$ cat src/rtl/riscv_test_pkg.sv
// Shared definitions for the RISC-V end-of-test monitor: state encoding and
// default tohost address / pass value.
package riscv_test_pkg;

    typedef enum logic [1:0] {
        ST_RUN     = 2'd0,
        ST_PASS    = 2'd1,
        ST_FAIL    = 2'd2,
        ST_TIMEOUT = 2'd3
    } state_e;

    localparam logic [31:0] DEFAULT_TOHOST_ADDR = 32'h0000_0064;
    localparam logic [31:0] DEFAULT_PASS_VALUE  = 32'd25;

endpackage

$ cat src/rtl/riscv_test_monitor_store_trace_ring.sv
// Ring buffer of the most recent stores with a combinational indexed read
// (index 0 = newest entry).
module store_trace_ring #(
    parameter int ADDR_W      = 32,
    parameter int DATA_W      = 32,
    parameter int TRACE_DEPTH = 4,
    localparam int IDX_W      = $clog2(TRACE_DEPTH),
    localparam int CNT_W      = IDX_W + 1
) (
    input  logic              clk,
    input  logic              reset_n,
    input  logic              wr_en,
    input  logic [ADDR_W-1:0] wr_addr,
    input  logic [DATA_W-1:0] wr_data,
    input  logic [IDX_W-1:0]  rd_idx,
    output logic [CNT_W-1:0]  trace_cnt,
    output logic              rd_valid,
    output logic [ADDR_W-1:0] rd_addr,
    output logic [DATA_W-1:0] rd_data
);

    logic [ADDR_W-1:0] addr_mem_r [TRACE_DEPTH];
    logic [DATA_W-1:0] data_mem_r [TRACE_DEPTH];
    logic [IDX_W-1:0]  wr_ptr_r;
    logic [CNT_W-1:0]  cnt_r;
    logic [IDX_W-1:0]  rd_ptr_s;

    // Write path: store entry, advance pointer, saturate occupancy at depth.
    always_ff @(posedge clk or negedge reset_n) begin
        if (!reset_n) begin
            wr_ptr_r <= '0;
            cnt_r    <= '0;
            for (int i = 0; i < TRACE_DEPTH; i++) begin
                addr_mem_r[i] <= '0;
                data_mem_r[i] <= '0;
            end
        end else if (wr_en) begin
            addr_mem_r[wr_ptr_r] <= wr_addr;
            data_mem_r[wr_ptr_r] <= wr_data;
            wr_ptr_r             <= wr_ptr_r + IDX_W'(1);
            if (cnt_r != CNT_W'(TRACE_DEPTH)) begin
                cnt_r <= cnt_r + CNT_W'(1);
            end
        end
    end

    // Read path: pointer arithmetic wraps naturally since depth is a power of 2.
    always_comb begin
        rd_ptr_s = wr_ptr_r - IDX_W'(1) - rd_idx;
        rd_valid = ({1'b0, rd_idx} < cnt_r);
        if (rd_valid) begin
            rd_addr = addr_mem_r[rd_ptr_s];
            rd_data = data_mem_r[rd_ptr_s];
        end else begin
            rd_addr = '0;
            rd_data = '0;
        end
    end

    assign trace_cnt = cnt_r;

endmodule

$ cat src/rtl/riscv_test_monitor.sv
// End-of-test monitor snooping the core data port: PASS/FAIL via tohost store,
// TIMEOUT otherwise, plus a store trace. TESTMON_SIM_FINISH_EN adds a sim-only $finish.
module riscv_test_monitor
    import riscv_test_pkg::*;
#(
    parameter int                ADDR_W         = 32,
    parameter int                DATA_W         = 32,
    parameter logic [ADDR_W-1:0] TOHOST_ADDR    = ADDR_W'(DEFAULT_TOHOST_ADDR),
    parameter logic [DATA_W-1:0] PASS_VALUE     = DATA_W'(DEFAULT_PASS_VALUE),
    parameter int                TIMEOUT_CYCLES = 20,
    parameter int                CNT_W          = 16,
    parameter int                TRACE_DEPTH    = 4,
    localparam int               IDX_W          = $clog2(TRACE_DEPTH)
) (
    input  logic              clk,
    input  logic              reset_n,
    input  logic              memwrite,
    input  logic [ADDR_W-1:0] address,
    input  logic [DATA_W-1:0] write_data,
    input  logic [IDX_W-1:0]  trace_idx,
    output logic              done,
    output logic              pass,
    output logic              fail,
    output logic              timeout,
    output logic [DATA_W-1:0] fail_code,
    output logic [CNT_W-1:0]  cycle_cnt,
    output logic [CNT_W-1:0]  store_cnt,
    output logic [IDX_W:0]    trace_cnt,
    output logic              trace_valid,
    output logic [ADDR_W-1:0] trace_addr,
    output logic [DATA_W-1:0] trace_data
);

    localparam logic [CNT_W-1:0] CNT_MAX     = '1;
    localparam logic [CNT_W-1:0] TIMEOUT_CNT = CNT_W'(TIMEOUT_CYCLES - 1);

    state_e            state_r, state_nx_s;
    logic              running_s, tohost_hit_s, timeout_hit_s;
    logic              done_r, pass_r, fail_r, timeout_r;
    logic [DATA_W-1:0] fail_code_r;
    logic [CNT_W-1:0]  cycle_cnt_r, store_cnt_r;

    assign running_s     = (state_r == ST_RUN);
    assign tohost_hit_s  = memwrite && (address == TOHOST_ADDR);
    assign timeout_hit_s = (cycle_cnt_r == TIMEOUT_CNT);

    // Next-state: a tohost store outranks a coincident timeout; verdicts are sticky.
    always_comb begin
        state_nx_s = state_r;
        case (state_r)
            ST_RUN: begin
                if (tohost_hit_s) begin
                    if (write_data == PASS_VALUE) begin
                        state_nx_s = ST_PASS;
                    end else begin
                        state_nx_s = ST_FAIL;
                    end
                end else if (timeout_hit_s) begin
                    state_nx_s = ST_TIMEOUT;
                end else begin
                    state_nx_s = ST_RUN;
                end
            end
            ST_PASS, ST_FAIL, ST_TIMEOUT: state_nx_s = state_r;
            default:                      state_nx_s = ST_RUN;
        endcase
    end

    // State register and registered verdict flags.
    always_ff @(posedge clk or negedge reset_n) begin
        if (!reset_n) begin
            state_r     <= ST_RUN;
            done_r      <= 1'b0;
            pass_r      <= 1'b0;
            fail_r      <= 1'b0;
            timeout_r   <= 1'b0;
            fail_code_r <= '0;
        end else begin
            state_r   <= state_nx_s;
            done_r    <= (state_nx_s != ST_RUN);
            pass_r    <= (state_nx_s == ST_PASS);
            fail_r    <= (state_nx_s == ST_FAIL);
            timeout_r <= (state_nx_s == ST_TIMEOUT);
            if (running_s && tohost_hit_s && (write_data != PASS_VALUE)) begin
                fail_code_r <= write_data;
            end
        end
    end

    // Saturating cycle/store counters, frozen once a verdict is reached.
    always_ff @(posedge clk or negedge reset_n) begin
        if (!reset_n) begin
            cycle_cnt_r <= '0;
            store_cnt_r <= '0;
        end else if (running_s) begin
            if (cycle_cnt_r != CNT_MAX) begin
                cycle_cnt_r <= cycle_cnt_r + CNT_W'(1);
            end
            if (memwrite && (store_cnt_r != CNT_MAX)) begin
                store_cnt_r <= store_cnt_r + CNT_W'(1);
            end
        end
    end

    store_trace_ring #(
        .ADDR_W      (ADDR_W),
        .DATA_W      (DATA_W),
        .TRACE_DEPTH (TRACE_DEPTH)
    ) u_trace (
        .clk       (clk),
        .reset_n   (reset_n),
        .wr_en     (memwrite && running_s),
        .wr_addr   (address),
        .wr_data   (write_data),
        .rd_idx    (trace_idx),
        .trace_cnt (trace_cnt),
        .rd_valid  (trace_valid),
        .rd_addr   (trace_addr),
        .rd_data   (trace_data)
    );

    assign done      = done_r;
    assign pass      = pass_r;
    assign fail      = fail_r;
    assign timeout   = timeout_r;
    assign fail_code = fail_code_r;
    assign cycle_cnt = cycle_cnt_r;
    assign store_cnt = store_cnt_r;

`ifdef TESTMON_SIM_FINISH_EN
    logic done_q_r;

    // Delayed done, so the report fires once in the cycle done rises.
    always_ff @(posedge clk or negedge reset_n) begin
        if (!reset_n) begin
            done_q_r <= 1'b0;
        end else begin
            done_q_r <= done_r;
        end
    end

    // Simulation-only end-of-test report.
    always @(negedge clk) begin
        if (done_r && !done_q_r) begin
            $display("testmon: verdict=%s cycles=%0d stores=%0d fail_code=0x%0h",
                     pass_r ? "PASS" : (fail_r ? "FAIL" : "TIMEOUT"),
                     cycle_cnt_r, store_cnt_r, fail_code_r);
            $finish;
        end
    end
`endif

endmodule
$ cat config.mk
export PLATFORM = sky130hd
export DESIGN_NAME = riscv_test_monitor
export DESIGN_NICKNAME = d
export VERILOG_FILES = /design/src/rtl/riscv_test_pkg.sv /design/src/rtl/riscv_test_monitor_store_trace_ring.sv /design/src/rtl/riscv_test_monitor.sv
export SDC_FILE = /design/constraint.sdc
export NUM_CORES = 1
export LEC_CHECK = 0
export ABC_CLOCK_PERIOD_IN_PS = 2700
export CAP_MARGIN = 20
export CELL_PAD_IN_SITES_DETAIL_PLACEMENT = 1
export CELL_PAD_IN_SITES_GLOBAL_PLACEMENT = 2
export CORE_MARGIN = 4
export CORE_UTILIZATION = 37
export CTS_BUF_LIST = sky130_fd_sc_hd__clkbuf_4
export DETAILED_ROUTE_END_ITERATION = 8
export PLACE_DENSITY = 0.84
export SYNTH_ARGS = -nofsm -noshare
export SYNTH_HDL_FRONTEND = slang
export SYNTH_SLANG_ARGS = --single-unit
$ cat constraint.sdc
create_clock -name clk -period 2.7 [get_ports clk]
set_input_delay 0.54 -clock clk [delete_from_list [all_inputs] [get_ports clk]]
set_output_delay 0.54 -clock clk [all_outputs]
set_load 0.05 [all_outputs]
==> results of run 1 <==
worst max-delay path, cell delays in order:
cell,delay [ns]
clkdlybuf4s50_1,0.53
inv_1,0.10
ha_4,0.19
xor2_4,0.17
xnor2_4,0.19
buf_6,0.20
buf_12,0.15
mux4_2,0.30
nor2b_2,0.19
buf_6,0.17
Yosys cell counts (4+ instances only):
master,number
dfrtp_1,331
nand3_1,13
inv_1,9
nor4_1,14
ha_1,10
nand2_1,18
nor2_1,8
xor2_1,14
xnor2_1,18
nand4_1,9
and3_1,7
mux2_4,27
and4_1,4
buf_1,4
nor3_1,4
nor2b_1,64
buf_2,20
a21oi_1,5
mux2_2,265
clkbuf_1,26
mux4_2,64
metrics by stage:
step	hold WS (ns)	cell area (µm²)	cells	setup TNS [ns]
after CTS	0.285	20300	1922	-38.70
final	0.376	20400	1925	-34.43
after global routing	0.344	20400	1925	-39.17
after global placement	0.482	18600	1756	-52.93
after detailed placement	0.491	18600	1756	-55.01
after floorplan	0.244	15100	970	-4.86
area by class of cell:
class	instances	area (µm²)	area share
Sequential cell	331	8280	0.405
Multi-Input combinational cell	577	6800	0.333
Timing Repair Buffer	331	3610	0.177
Clock buffer	129	968	0.0474
Tap cell	525	657	0.0321
Clock inverter	22	85.1	0.00416
Inverter	9	33.8	0.00165
Antenna cell	1	2.50	0.000122
metal layers:
metal / GRT usage / vias to the layer above / part of all wire
met4: 0.0560 / 0 / 0.019
met2: 0.323 / 250 / 0.49
met3: 0.0458 / 62 / 0.054
met1: 0.259 / 5207 / 0.44
met5: 0 / - / 0
li1: - / 4358 / -
what timing repair did:
action,in CTS,in global routing
endpoints found under the setup margin,66,67
pin swaps,2,1
gates cloned,6,2
setup buffers,8,0
hold endpoints to repair,53,0
gates resized for setup,120,10
hold buffers,1,0
logic make-up (layout without fill, tap and decap cells):
| family | after synthesis | count (layout) | synth area share |
|---|---|---|---|
| compound gates | 21 | 21 | 0.0108 |
| xor+xnor | 32 | 32 | 0.0188 |
| fa+ha+maj | 10 | 10 | 0.00839 |
| buf+inv | 62 | 491 | 0.0188 |
| flops | 331 | 331 | 0.555 |
| mux | 356 | 356 | 0.324 |
| other cells | 0 | 1 | 0 |
| simple gates | 158 | 158 | 0.0644 |
layout by cell type (no fill, tap or decap), drive strengths merged, types with 10 or more instances in the layout:
| cell type | synthesis | final |
|---|---|---|
| nand3 | 13 | 13 |
| ha | 10 | 10 |
| mux4 | 64 | 64 |
| mux2 | 292 | 292 |
| buf | 27 | 189 |
| nand2 | 18 | 18 |
| xnor2 | 18 | 18 |
| nor4 | 15 | 15 |
| xor2 | 14 | 14 |
| clkdlybuf4s50 | 0 | 135 |
| clkbuf | 26 | 131 |
| inv | 9 | 11 |
| dfrtp | 331 | 331 |
| clkinv | 0 | 20 |
| nor2b | 64 | 64 |
power groups by stage:
stage | sequential [W] | combinational, W | clock, W
final | 0.00496 | 0.000630 | 0.00425
after global routing | 0.00495 | 0.000681 | 0.00475
after CTS | 0.00496 | 0.000631 | 0.00446
after detailed placement | 0.00505 | 0.000559 | 0
after global placement | 0.00505 | 0.000551 | 0
after floorplan | 0.00505 | 0.000114 | 0
worst paths after layout:
kind,slack [ns],cells after the start,end
worst min register to register,0.50,1,store_cnt[4]
worst max-delay path,-0.57,10,trace_data[16]
min in group clk,0.50,1,store_cnt[4]
worst max register to register,0.74,5,cycle_cnt[3]
worst min-delay path,0.38,2,u_trace.data_mem_r[92]
max in group asynchronous,1.42,4,cycle_cnt[4]
registers in the layout, summed over array words and instances, names as in the netlist:
register and flops:
u_trace.trace_cnt 3, pass 1, timeout 1, u_trace.wr_ptr_r 2, fail 1, fail_code 32
store_cnt 16, done 1, state_r 2, u_trace.data_mem_r 128, cycle_cnt 16, u_trace.addr_mem_r 128
==> flow_summary.json, run 1 <==
{
  "setup_ws_ns": -0.573,
  "crit_start": "trace_idx[0]",
  "finalCriticalPeriod_ns": 3.27,
  "root_buffer": "clkbuf_4",
  "synth-seq-area-share": 0.555,
  "crit_path_end_kind": "primary output",
  "hold_violations": 0,
  "p_clk_frac": 0.432,
  "clock_skew_ns": 0.0239,
  "dr.pass1.iters": 5,
  "timing.fmax_mhz": 305,
  "synth_edf_count": 0,
  "seqPwrFrac": 0.504,
  "swShare": 0.246,
  "core_mm2": 0.0398,
  "clk_latency_ns": 0.72,
  "viasPerCell": 5.13,
  "final_nets": 1420,
  "crit_type": "primary input to primary output",
  "grt_usage": 0.195,
  "ys_ff_latch": 331,
  "rsz0062_at_grt": "yes",
  "avgRoutedWirePerCell_um": 21.9,
  "cts.sinks": 331,
  "total_leakage_power_nw": 9.77,
  "yosysTopAreaCell": "dfrtp_1",
  "wl_mm": 42.3,
  "power_w": 0.00984,
  "hold_path.class": "primary input to async pin",
  "r2r_start": "cycle_cnt[2]",
  "maxCapViolations": 0,
  "synth-main-ff-cell": "dfrtp_1",
  "die_h_um": 209,
  "worst_slew_pin_slew_ns": 0.619,
  "finalCritPeriodShare": 1.21,
  "drc": 0,
  "syn_inst": 970,
  "synth_nets": 1049,
  "critPathMaxFanout": 5,
  "grt_max_degree": 60,
  "power.density_cell_area_mw_per_mm2": 481,
  "final_util": 0.513,
  "fillers": 3900,
  "pre_cts_slack_ns": -0.690,
  "yosys_warnings": 0,
  "area_growth_syn_to_layout_pct": 37.0,
  "gp_congestion": 0.736,
  "dp_hpwl_mm": 26.7,
  "violations": "negative setup slack",
  "drt_iter0_markers": 319,
  "vias": 9877,
  "portBuffers": 204,
  "postSynthAreaPerCell_um2": 15.4,
  "yosys-top-cells-area": "dfrtp_1, mux2_2, mux4_2",
  "first_global_vias": 11400,
  "cts_tree": "done",
  "cts_made_buffers": 91,
  "setup.worst_path.start_class": "primary input",
  "grt_pass1_wl_mm": 67.3,
  "die-width_um": 209,
  "intPower_w": 0.00742,
  "cts_max_level": 3,
  "slew_viol_final": 0,
  "antenna_found_initial": 1,
  "required_ns": 2.16,
  "status": "finished, violations left",
  "peakVddDrop_mv": 0.238,
  "comb_power_share": 0.064,
  "gr-total-overflow": 0,
  "synth_top_area_frac": 0.555,
  "post_route_cells_drive_above_1_share": 0.544,
  "initial_core_util": 0.375,
  "ant_nets": 0,
  "netlist_area_mm2": 0.0149,
  "dieArea_mm2": 0.0436,
  "yosysUniqueCellTypes": 43,
  "clock_path_buffers": 3,
  "rows": 73,
  "ios": 205,
  "setup_violations": 65,
  "power.net_switching_w": 0.00242,
  "path_clk_slew_ns": 0.07,
  "crit_arrival_ns": 2.73,
  "slew_headroom": 0.584,
  "ys_async_sr_fraction": 1.00
}
No activity file was read; power rests on OpenSTA's default activity.
==> inputs of run 2 (changes only) <==
--- a/config.mk
+++ b/config.mk
@@ -12,6 +12,7 @@
 export CORE_MARGIN = 4
 export CORE_UTILIZATION = 37
 export CTS_BUF_LIST = sky130_fd_sc_hd__clkbuf_4
+export CTS_CLUSTER_SIZE = 30
 export DETAILED_ROUTE_END_ITERATION = 8
 export PLACE_DENSITY = 0.84
 export SYNTH_ARGS = -nofsm -noshare
==> results of run 2 <==
Same layout as run 1: the final DEF is identical, and so are final timing and power.
